<file path="config.mk">
export PLATFORM = sky130hd
export DESIGN_NAME = mem_block_copier
export DESIGN_NICKNAME = d
export VERILOG_FILES = /design/src/rtl/mem_block_copier.sv
export SDC_FILE = /design/constraint.sdc
export NUM_CORES = 1
export LEC_CHECK = 0
export CORE_ASPECT_RATIO = 0.6
export CORE_MARGIN = 5
export CORE_UTILIZATION = 52
export CTS_CLUSTER_DIAMETER = 120
export DETAILED_ROUTE_END_ITERATION = 16
export HOLD_SLACK_MARGIN = 0.05
export PLACE_DENSITY = 0.78
export SETUP_SLACK_MARGIN = 0.1
export SLEW_MARGIN = 15
export SYNTH_ARGS = -nofsm -noshare
export SYNTH_HDL_FRONTEND = slang
export SYNTH_SLANG_ARGS = --single-unit
</file>
<file path="constraint.sdc">
create_clock -name clk -period 5.2 [get_ports clk]
set_input_delay 0.78 -clock clk [delete_from_list [all_inputs] [get_ports clk]]
set_output_delay 0.78 -clock clk [all_outputs]
set_load 0.02 [all_outputs]
</file>
<file path="src/rtl/mem_block_copier.sv">
// Word-granular DMA engine for the single-port data memory: block copy (overlap-safe) or constant fill.
// Memory-side outputs decode from registered state and pointers only; start never reaches mem_* combinationally.
module mem_block_copier #(
    parameter int DEPTH = 100,
    parameter int LW    = 16
) (
    input  logic          clk,
    input  logic          reset,
    input  logic          start,
    input  logic          mode,
    input  logic [31:0]   src,
    input  logic [31:0]   dst,
    input  logic [LW-1:0] len,
    input  logic [31:0]   fill_val,
    input  logic [31:0]   mem_RD,
    output logic [31:0]   mem_A,
    output logic [31:0]   mem_WD,
    output logic          mem_WE,
    output logic          busy,
    output logic          done,
    output logic          err,
    output logic [LW-1:0] words_done
);

    // state   | meaning
    // S_IDLE  | waiting for start; command inputs latched on start
    // S_CHECK | range test and direction/pointer setup
    // S_READ  | copy only: present src_ptr, capture mem_RD into buffer
    // S_WRITE | present dst_ptr with buffer or fill value, write enabled
    // S_DONE  | one-cycle done pulse, back to idle
    typedef enum logic [2:0] {
        S_IDLE,
        S_CHECK,
        S_READ,
        S_WRITE,
        S_DONE
    } state_t;

    state_t r_state;
    state_t w_next;

    logic          r_mode;
    logic          r_desc;
    logic          r_err;
    logic [31:0]   r_src;
    logic [31:0]   r_dst;
    logic [31:0]   r_fill;
    logic [31:0]   r_src_ptr;
    logic [31:0]   r_dst_ptr;
    logic [31:0]   r_buf;
    logic [LW-1:0] r_len;
    logic [LW-1:0] r_words_done;

    logic [32:0]   w_src_end;
    logic [32:0]   w_dst_end;
    logic          w_range_err;
    logic          w_desc;
    logic          w_last;

    // 33-bit sums so an address near 2^32 cannot wrap past the range test
    assign w_src_end   = {1'b0, r_src} + {{(33-LW){1'b0}}, r_len};
    assign w_dst_end   = {1'b0, r_dst} + {{(33-LW){1'b0}}, r_len};
    assign w_range_err = (w_dst_end > 33'(DEPTH)) || (!r_mode && (w_src_end > 33'(DEPTH)));
    assign w_desc      = !r_mode && (r_src < r_dst) && ({1'b0, r_dst} < w_src_end);
    assign w_last      = (r_words_done + LW'(1)) == r_len;

    always_ff @(posedge clk or negedge reset) begin
        if (!reset) begin
            r_state <= S_IDLE;
        end else begin
            r_state <= w_next;
        end
    end

    always_comb begin
        w_next = r_state;
        mem_A  = 32'h0;
        mem_WD = 32'h0;
        mem_WE = 1'b0;
        busy   = (r_state != S_IDLE);
        done   = 1'b0;
        case (r_state)
            S_IDLE: begin
                if (start) w_next = S_CHECK;
            end
            S_CHECK: begin
                if (w_range_err || (r_len == '0)) w_next = S_DONE;
                else if (r_mode)                  w_next = S_WRITE;
                else                              w_next = S_READ;
            end
            S_READ: begin
                mem_A  = r_src_ptr;
                w_next = S_WRITE;
            end
            S_WRITE: begin
                mem_A  = r_dst_ptr;
                mem_WD = r_mode ? r_fill : r_buf;
                mem_WE = 1'b1;
                if (w_last)      w_next = S_DONE;
                else if (r_mode) w_next = S_WRITE;
                else             w_next = S_READ;
            end
            S_DONE: begin
                done   = 1'b1;
                w_next = S_IDLE;
            end
            default: w_next = S_IDLE;
        endcase
    end

    always_ff @(posedge clk or negedge reset) begin
        if (!reset) begin
            r_mode       <= 1'b0;
            r_desc       <= 1'b0;
            r_err        <= 1'b0;
            r_src        <= 32'h0;
            r_dst        <= 32'h0;
            r_fill       <= 32'h0;
            r_src_ptr    <= 32'h0;
            r_dst_ptr    <= 32'h0;
            r_buf        <= 32'h0;
            r_len        <= '0;
            r_words_done <= '0;
        end else begin
            case (r_state)
                S_IDLE: begin
                    if (start) begin
                        r_mode       <= mode;
                        r_src        <= src;
                        r_dst        <= dst;
                        r_len        <= len;
                        r_fill       <= fill_val;
                        r_err        <= 1'b0;
                        r_words_done <= '0;
                    end
                end
                S_CHECK: begin
                    r_err     <= w_range_err;
                    r_desc    <= w_desc;
                    r_src_ptr <= w_desc ? (w_src_end[31:0] - 32'd1) : r_src;
                    r_dst_ptr <= w_desc ? (w_dst_end[31:0] - 32'd1) : r_dst;
                end
                S_READ: begin
                    r_buf     <= mem_RD;
                    r_src_ptr <= r_desc ? (r_src_ptr - 32'd1) : (r_src_ptr + 32'd1);
                end
                S_WRITE: begin
                    r_dst_ptr    <= r_desc ? (r_dst_ptr - 32'd1) : (r_dst_ptr + 32'd1);
                    r_words_done <= r_words_done + LW'(1);
                end
                default: ;
            endcase
        end
    end

    assign err        = r_err;
    assign words_done = r_words_done;

endmodule

</file>
Word-level counts from Yosys, hierarchy flattened
Index checks and enable logic that the tools add are counted.
{"block": "classes", "n_mux": 20, "n_addsub": 9, "n_eq_ne": 6, "n_lt_le_gt_ge": 4, "n_reduce_logical": 16}
{"op": "32-bit 2-to-1 mux", "n": 6}
{"op": "32-bit case mux with 2 select lines", "n": 3}
{"op": "32-bit by 1-bit subtractor with 32-bit output, second input constant", "n": 4}
{"op": "32-bit by 16-bit adder with 33-bit output", "n": 2}
{"op": "33-bit by 7-bit > comparator with 1-bit output, second input constant", "n": 2}
{"op": "32-bit by 1-bit adder with 32-bit output, second input constant", "n": 2}
{"op": "32-bit by 33-bit less-than comparator with 1-bit output", "n": 1}
{"op": "32-bit less-than comparator", "n": 1}
{"op": "16-bit case mux with 2 select lines", "n": 1}
{"op": "16-bit by 1-bit adder with 16-bit output, second input constant", "n": 1}
{"op": "16-bit equality test", "n": 1}
{"op": "16-bit logical NOT", "n": 1}
{"op": "16-bit 2-to-1 mux", "n": 1}
{"op": "3-bit case mux with 4 select lines", "n": 1}
{"op": "3-bit 2-to-1 mux", "n": 3}
{"op": "2-bit nonzero test", "n": 4}
{"op": "3-bit by 2-bit equality test with 1-bit output, second input constant", "n": 2}
{"op": "2-bit AND reduction", "n": 3}
{"op": "1-bit 2-to-1 mux", "n": 4}
{"op": "3-bit by 1-bit equality test with 1-bit output, second input constant", "n": 1}
{"op": "3-bit equality test, second input constant", "n": 1}
{"op": "1-bit logical AND", "n": 3}
{"op": "3-bit logical NOT", "n": 1}
{"op": "3-bit nonzero test", "n": 1}
{"op": "other kinds (4)", "n": 5}
{"block": "word_totals", "elab_cells": 67, "inputBits": 148, "register_bits": 230, "out_inout_bits": 84}

Logic depth before layout (Yosys ltp)
Gate-level depths: netlist (run 1).
{"block": "logic_depth", "ltp_word": 7, "ltp_mapped": 24, "ltp_nobuf": 20}

Worst setup path after synthesis (run 1)
Ideal clock, no wire load.
{"block": "synth_path", "path_type": "reg-to-reg", "from": "reg r_len[0]", "to": "reg r_src_ptr[13]", "required_time_ns": 5.063, "arrival_time_ns": 4.741, "synth_period_minus_slack_ns": 4.878, "n_path_buf": 2, "stages_incl_launch_ff": 22, "setup_slack_ns": 0.322, "setup_ns": 0.137, "path_cell_list": "dfrtp_1 -> ha_1 -> fa_1 -> a211oi_2 -> o21ai_2 -> a211oi_4 -> o31a_2 -> xnor2_1 -> inv_2 -> ha_1 -> a21oi_1 -> o21ai_0 -> a2111oi_0 -> o211ai_1 -> nor4b_1 -> o21ai_0 -> and2_1 -> clkbuf_1 -> clkbuf_1 -> a211oi_1 -> a211oi_1 -> a21oi_1"}
{"block": "synth_between", "elab_chain_cells": 5, "word_cells_on_any_way": 6, "cone_classes": "add/sub (2); order compare (1); mux (2); reduce/logical (1)"}
{"item": "start, declared", "line": "51", "rtl": "logic [LW-1:0] r_len;"}
{"item": "start signal, assigned", "line": "131", "rtl": "r_len <= len;"}
{"item": "32-bit by 16-bit adder with 33-bit output *", "line": "61", "rtl": "assign w_src_end = {1'b0, r_src} + {{(33-LW){1'b0}}, r_len};"}
{"item": "32-bit by 33-bit less-than comparator with 1-bit output", "line": "64", "rtl": "assign w_desc = !r_mode && (r_src < r_dst) && ({1'b0, r_dst} < w_src_end);"}
{"item": "1-bit logical AND", "line": "64"}
{"item": "32-bit 2-to-1 mux *", "line": "140", "rtl": "r_src_ptr <= w_desc ? (w_src_end[31:0] - 32'd1) : r_src;"}
{"item": "32-bit case mux with 2 select lines *", "line": "125", "rtl": "case (r_state)"}
{"item": "end signal, assigned", "line": "140"}
{"item": "end signal, assigned", "line": "145", "rtl": "r_src_ptr <= r_desc ? (r_src_ptr - 32'd1) : (r_src_ptr + 32'd1);"}
{"item": "end, declared", "line": "48", "rtl": "logic [31:0] r_src_ptr;"}
Every way passes the cells marked *; elsewhere a longest branch is shown, timed or not.
A chain may end at the register's enable or synchronous reset.

Worst setup path after layout (run 1)
{"block": "layout_path", "from": "reg r_src[1]", "to": "reg r_dst_ptr[30]"}
{"block": "layout_between", "elab_chain_cells": 5, "word_cells_on_any_way": 7, "cone_classes": "add/sub (1); order compare (2); mux (2); reduce/logical (2)"}
{"item": "start, declared", "line": "45", "rtl": "logic [31:0] r_src;"}
{"item": "start signal, assigned", "line": "129", "rtl": "r_src <= src;"}
{"item": "32-bit by 16-bit adder with 33-bit output / 32-bit less-than comparator (equally long branches)", "line": "61, 64"}
{"item": "32-bit by 33-bit less-than comparator with 1-bit output / 1-bit logical AND (equally long branches)", "line": "64"}
{"item": "1-bit logical AND *", "line": "64"}
{"item": "32-bit 2-to-1 mux *", "line": "141", "rtl": "r_dst_ptr <= w_desc ? (w_dst_end[31:0] - 32'd1) : r_dst;"}
{"item": "32-bit case mux with 2 select lines *", "line": "125"}
{"item": "end signal, assigned", "line": "141"}
{"item": "end signal, assigned", "line": "148", "rtl": "r_dst_ptr <= r_desc ? (r_dst_ptr - 32'd1) : (r_dst_ptr + 32'd1);"}
{"item": "end, declared", "line": "49", "rtl": "logic [31:0] r_dst_ptr;"}
Marks and branches as above.

==> results.yml, run 1 <==
final_layout:
  layout_commonest_cell: "nand2_1"
  n_antenna_cell: 0
  stdcell_area_um2: 24320
  mostFrequentLayoutCells: "nand2_1, clkdlybuf4s50_1, dfrtp_1"
  layout-drive-gt1-share: 0.08796
  layout.nets: 3103
  syn2layout_area_growth_pct: 22.72
sta:
  fin_worst_skew_ps: 25.81
  rsz0062_at_grt: "true"
  max_freq_mhz: 205.2
  hold_violations: 0
  finalCritPeriodShare: 0.9372
  setup_viol: 0
  worst_pin_slew_ps: 937.3
  drv_slew: 0
  min_period_ps: 4873
  slew_headroom: 0.3718
  hold_ws_ps: 180.7
outcome:
  status: "finished, final reports clean"
drt:
  drc: 0
  wirelength_mm: 72.44
  drt_first_pass_iters: 6
  drt_iter0_markers: 1945
  via_count: 20403
  ant_nets: 0
  viasPerCell: 6.144
  wl_per_cell_um: 21.81
setup_path:
  critical_path_peak_fanout: 12
  path_buf_inv: 3
  startpoint_type: "register"
  cp.required_ps: 5650
  cp.arrival_ps: 5330
  end_kind: "register"
  max_stage_delay_ps: 460
  critPathKind: "reg -> reg"
  cp_cell_sequence: "ha_1 > a211o_1 > a211o_4 > o2111ai_2 > a21oi_4 > or2_2 > nand3_1 > xor2_2 > ha_1 > and3_1 > o21ai_0 > a21oi_1 > o22ai_1 > a41oi_1 > o21ai_1 > buf_4 > nand2_4 > clkbuf_16 > nor2_1 > a21oi_1 > nor4_1 > buf_4 > o41ai_1"
  cpLargestDelayFamily: "compound AO/OA/AOI/OAI gates"
  reg2reg_slack_ps: 330
  crit_path_top_delay_cell: "dfrtp_2"
grt:
  gr-usage-all-layers: 0.3281
  grt_pass1_wl_mm: 111.5
  grt_max_degree: 115
  antenna_found_initial: 0
  first_global_vias: 20093
  overflow: 0
place:
  portBuffers: 231
  placed_cell_area_um2: 23320
  dp_hpwl_mm: 55.47
  globalplace.congestion: 0.9785
yosys:
  synth_xor_area_frac: 0.07375
  synth-compound-area-share: 0.2223
  synth-edff-count: 0
  synth_adder_area_share: 0.1044
  synth_cell_types: 96
  synth_top_family_by_area: "simple AND/OR/NAND/NOR gates"
  synth_seq_cells: 230
  synthFlopType: "dfrtp_1"
  synthCells: 2529
  syn_nets: 2840
  syn-cell-area_um2: 19820
  yosys_warnings: 0
  ys_seq_area_frac: 0.2905
  async_flop_share: 1.000
  muxShareOfSynthArea: 0.02949
  avgSynthCellArea_um2: 7.835
  synth-simple-area-share: 0.2408
clocking:
  clockBufferDepth: 3
  clock_latency_ps: 580
  cts_tree: "built"
  root_buffer: "clkbuf_16"
  cts.sinks: 230
  cts.clk_slew.worst_paths_ps: 70
  h-tree-depth: 1
  numCtsBuffers: 25
  cts_hold_buf: 0
power_and_ir_drop:
  peakVddDrop_v: 0.0003564
  leakage_nw: 10.88
  power.total_w: 0.01769
  p_per_area_nw_per_um2: 727.4
die:
  die_area_um2: 42240
  dieWidth_um: 262.0
  coreArea_um2: 37640
  die_h_um: 161.2
  initial_utilization: 0.5264
  pin_count: 232
  num_rows: 55
hold_path:
  hp-class: "in -> async"
job:
  maxCapViolations: 0
## power breakdown
part           internal [W]  switching [W]  leakage, nW  total, W
clock               0.00104       0.000823        0.407   0.00186
combinational       0.00512        0.00737         7.75    0.0125
sequential          0.00245       0.000894         2.73   0.00334
## final timing paths
kind | from | to | depth (start not counted)
max | r_src[1] | r_dst_ptr[30] | 23
min | reset | r_src[23] | 1
min in group clk | r_fill[18] | r_fill[18] | 2
max reg2reg | r_src[1] | r_dst_ptr[30] | 23
min reg2reg | r_fill[18] | r_fill[18] | 2
max in group asynchronous | reset | r_buf[22] | 2
## cells by family (layout without fill, tap and decap cells)
kind of cell    count (synthesis)  after routing
simple gates                 1052           1052
compound gates                662            662
flops                         230            230
buf+inv                       201            480
fa+ha+maj                     163            163
xor+xnor                      163            163
mux                            58             58
## worst register-to-register path, cell delays in order, from the launching register on
cell and delay, ps:
dfrtp_2 460, ha_1 330, a211o_1 310, a211o_4 400, o2111ai_2 210, a21oi_4 140, or2_2 360, nand3_1 130
xor2_2 100, ha_1 320, and3_1 170, o21ai_0 70, a21oi_1 170, o22ai_1 90, a41oi_1 180, o21ai_1 90
buf_4 160, nand2_4 120, clkbuf_16 210, nor2_1 50, a21oi_1 170, nor4_1 60, buf_4 170, o41ai_1 280
## per-layer routing
layer  track usage  up-vias  routed length, um
li1              -     9529                  -
met4        0.1052        0               2617
met5             0        -                  0
met1        0.4664     9826              32260
met3       0.04656      180               5348
met2        0.5195      868              32210
## per-stage QoR
stage,TNS (ps),setup slack [ps],cells,util
floorplan,0,322.2,2529,-
CTS,0,169.2,3317,0.6417
finish,0,326.6,3321,0.6460
global route,0,28.95,3321,0.6460
global placement,0,188.4,3273,0.6196
detailed placement,-221.0,-49.08,3273,0.6196
## area by class of cell
class | instances | area, um2
multi-input combinational | 2098 | 13400
fill | 3262 | 13330
sequential | 230 | 5761
timing repair buffer | 358 | 3397
clock buffer | 34 | 729.5
tap | 513 | 641.9
inverter | 79 | 296.5
clock inverter | 9 | 96.34
## repair_timing
action                                 4_1_cts  5_1_grt
pin swaps                                    1        7
setup buffers                                1        1
resized for setup                            1       22
endpoints found under the hold margin        0        0
setup endpoints to repair                   51       68
cloned                                       0        2
## synth_stat cells, types with 26 or more instances
master    count  share of area
o21ai_0     168          0.042
nor2_1      181          0.034
dfrtp_1     230           0.29
nand3_1      65          0.016
xnor2_1     110          0.049
a22o_1       31          0.014
nand2_1     545           0.10
a211oi_1     41          0.016
ha_1        159           0.10
nor3_1       54          0.014
nand4_1      31         0.0098
inv_1        78          0.015
xor2_1       50          0.022
a21o_1       59          0.022
mux2i_1      55          0.028
a21oi_1     130          0.033
clkbuf_1     94          0.018
o211ai_1     26         0.0099
## flip-flops by register name (all words and copies together), names as in the netlist, 3 cells and up
register / count
r_buf: 32
r_dst: 32
r_dst_ptr: 32
r_fill: 32
r_src: 32
r_src_ptr: 32
r_len: 16
words_done: 16
r_state: 3
Power figures use the tool's default switching activity.
==> inputs of run 2 (changes only) <==
Settings changed: HOLD_SLACK_MARGIN 0.05 to default.
==> results of run 2 <==
Same layout as run 1: the final DEF is identical, and so are final timing and power.
==> inputs of run 3 (changes only) <==
Settings changed: CTS_CLUSTER_SIZE from default to 20.
==> results.yml, run 3 (synthesis results as in run 1) <==
outcome:
  status: "finished, final reports clean"
drt:
  via_count: 20357
  wirelength_mm: 71.41
  wl_per_cell_um: 21.67
  drt_first_pass_iters: 6
  drc: 0
  viasPerCell: 6.178
  ant_nets: 0
  drt_iter0_markers: 1920
sta:
  finalCritPeriodShare: 0.9324
  tns_ps: 0
  layout_setup_ws_ps: 351.4
  slew_headroom: 0.3897
  rsz0062_at_grt: "true"
  drv_slew: 0
  hold_violations: 0
  fin_worst_skew_ps: 22.16
  max_freq_mhz: 206.2
  setup_viol: 0
  min_period_ps: 4849
  worst_pin_slew_ps: 910.4
  hold_ws_ps: 212.1
setup_path:
  crit_path_top_delay_cell: "or4_1"
  r2r_cells: 22
  cp_cell_sequence: "ha_1 > fa_2 > a211oi_2 > o21ai_2 > a211oi_4 > buf_6 > nor3_1 > o22ai_1 > inv_1 > ha_1 > a21o_1 > a21o_1 > a211oi_1 > o21a_1 > o2111ai_1 > o21ai_1 > buf_4 > nand2_2 > buf_12 > or4_1 > a21oi_1 > o41ai_1"
  startpoint_type: "register"
  cp.arrival_ps: 5250
  crit_cells: 22
  cpLargestDelayFamily: "compound AO/OA/AOI/OAI gates"
  cp-endpoint: "r_dst_ptr[30]"
  critPathKind: "reg -> reg"
  end_kind: "register"
  crit_start: "r_len[0]"
  worst_r2r_endpoint: "r_dst_ptr[30]"
  path_buf_inv: 4
  critical_path_peak_fanout: 24
  reg2reg_slack_ps: 350
  cp.required_ps: 5600
  rr_startpoint: "r_len[0]"
  max_stage_delay_ps: 410
final_layout:
  mostFrequentLayoutCells: "nand2_1, clkdlybuf4s50_1, dfrtp_1"
  layout.nets: 3091
  stdcell_area_um2: 23810
  n_antenna_cell: 0
  layout-drive-gt1-share: 0.07800
  syn2layout_area_growth_pct: 20.17
  post-route-util: 0.6326
  layout_commonest_cell: "nand2_1"
job:
  maxCapViolations: 0
grt:
  overflow: 0
  antenna_found_initial: 0
  gr-usage-all-layers: 0.3258
  first_global_vias: 19870
  grt_pass1_wl_mm: 110.7
  grt_max_degree: 115
place:
  placed_cell_area_um2: 23320
  globalplace.congestion: 0.9785
  dp_hpwl_mm: 55.47
  portBuffers: 231
  place_ws_ps: -49.08
die:
  die_h_um: 161.2
  num_rows: 55
  die_area_um2: 42240
  initial_utilization: 0.5264
  pin_count: 232
  dieWidth_um: 262.0
  coreArea_um2: 37640
power_and_ir_drop:
  peakVddDrop_v: 0.0003586
  p_per_area_nw_per_um2: 707.7
  leakage_nw: 10.64
clocking:
  h-tree-depth: 1
  numCtsBuffers: 15
  cts_tree: "built"
  root_buffer: "clkbuf_16"
  cts.clk_slew.worst_paths_ps: 100
  clockBufferDepth: 3
  clock_latency_ps: 530
  cts.sinks: 230
hold_path:
  hp-class: "in -> async"
## run 3: power breakdown
part / switching (W) / internal, W / leakage [nW]
Clock: 0.000692 / 0.000535 / 0.198
Combinational: 0.00728 / 0.00501 / 7.71
Sequential: 0.000888 / 0.00245 / 2.73
## run 3: per-stage QoR
step / total power, W / cells
6_report: 0.01685 / 3295
5_1_grt: 0.01807 / 3295
4_1_cts: 0.01649 / 3293
3_5_place_dp: 0.01518 / 3273
3_3_place_gp: 0.01488 / 3273
2_1_floorplan: 0.01116 / 2529
## run 3: worst reg2reg max path, cell delays in order, from the launching register on
cell and delay [ps]:
dfrtp_1 390, ha_1 210, fa_2 380, a211oi_2 300
o21ai_2 150, a211oi_4 300, buf_6 170, nor3_1 80
o22ai_1 180, inv_1 90, ha_1 300, a21o_1 180
a21o_1 170, a211oi_1 250, o21a_1 170, o2111ai_1 140
o21ai_1 150, buf_4 150, nand2_2 70, buf_12 200
or4_1 430, a21oi_1 170, o41ai_1 90
## run 3: per-layer routing
metal | share of wire | global-route usage
met5 | 0 | 0
met4 | 0.036 | 0.1007
met3 | 0.078 | 0.04813
met2 | 0.44 | 0.5166
met1 | 0.44 | 0.4629
## run 3: area by class of cell
type | instances | area (um2)
timing repair buffer | 356 | 3347
multi-input combinational | 2098 | 13360
tap | 513 | 641.9
inverter | 79 | 296.5
clock inverter | 2 | 20.02
fill | 3318 | 13830
sequential | 230 | 5762
clock buffer | 17 | 382.9
## run 3: what timing repair did
action,CTS,global route
gates resized for setup,1,16
endpoints found under the setup margin,47,68
pin swaps,1,6
gates cloned,0,0
hold buffers,0,0
setup buffers,1,1
## run 3: worst min-delay path by stage
stage / startpoint / end / slack [ps] / cells past startpoint
floorplan: r_buf[0] / r_buf[0] / 440 / 2
global placement: r_fill[24] / r_fill[24] / 460 / 2
detailed placement: r_fill[30] / r_fill[30] / 460 / 2
CTS: reset / r_src[24] / 250 / 1
global route: reset / r_src[23] / 270 / 1
finish: reset / r_src[23] / 210 / 1
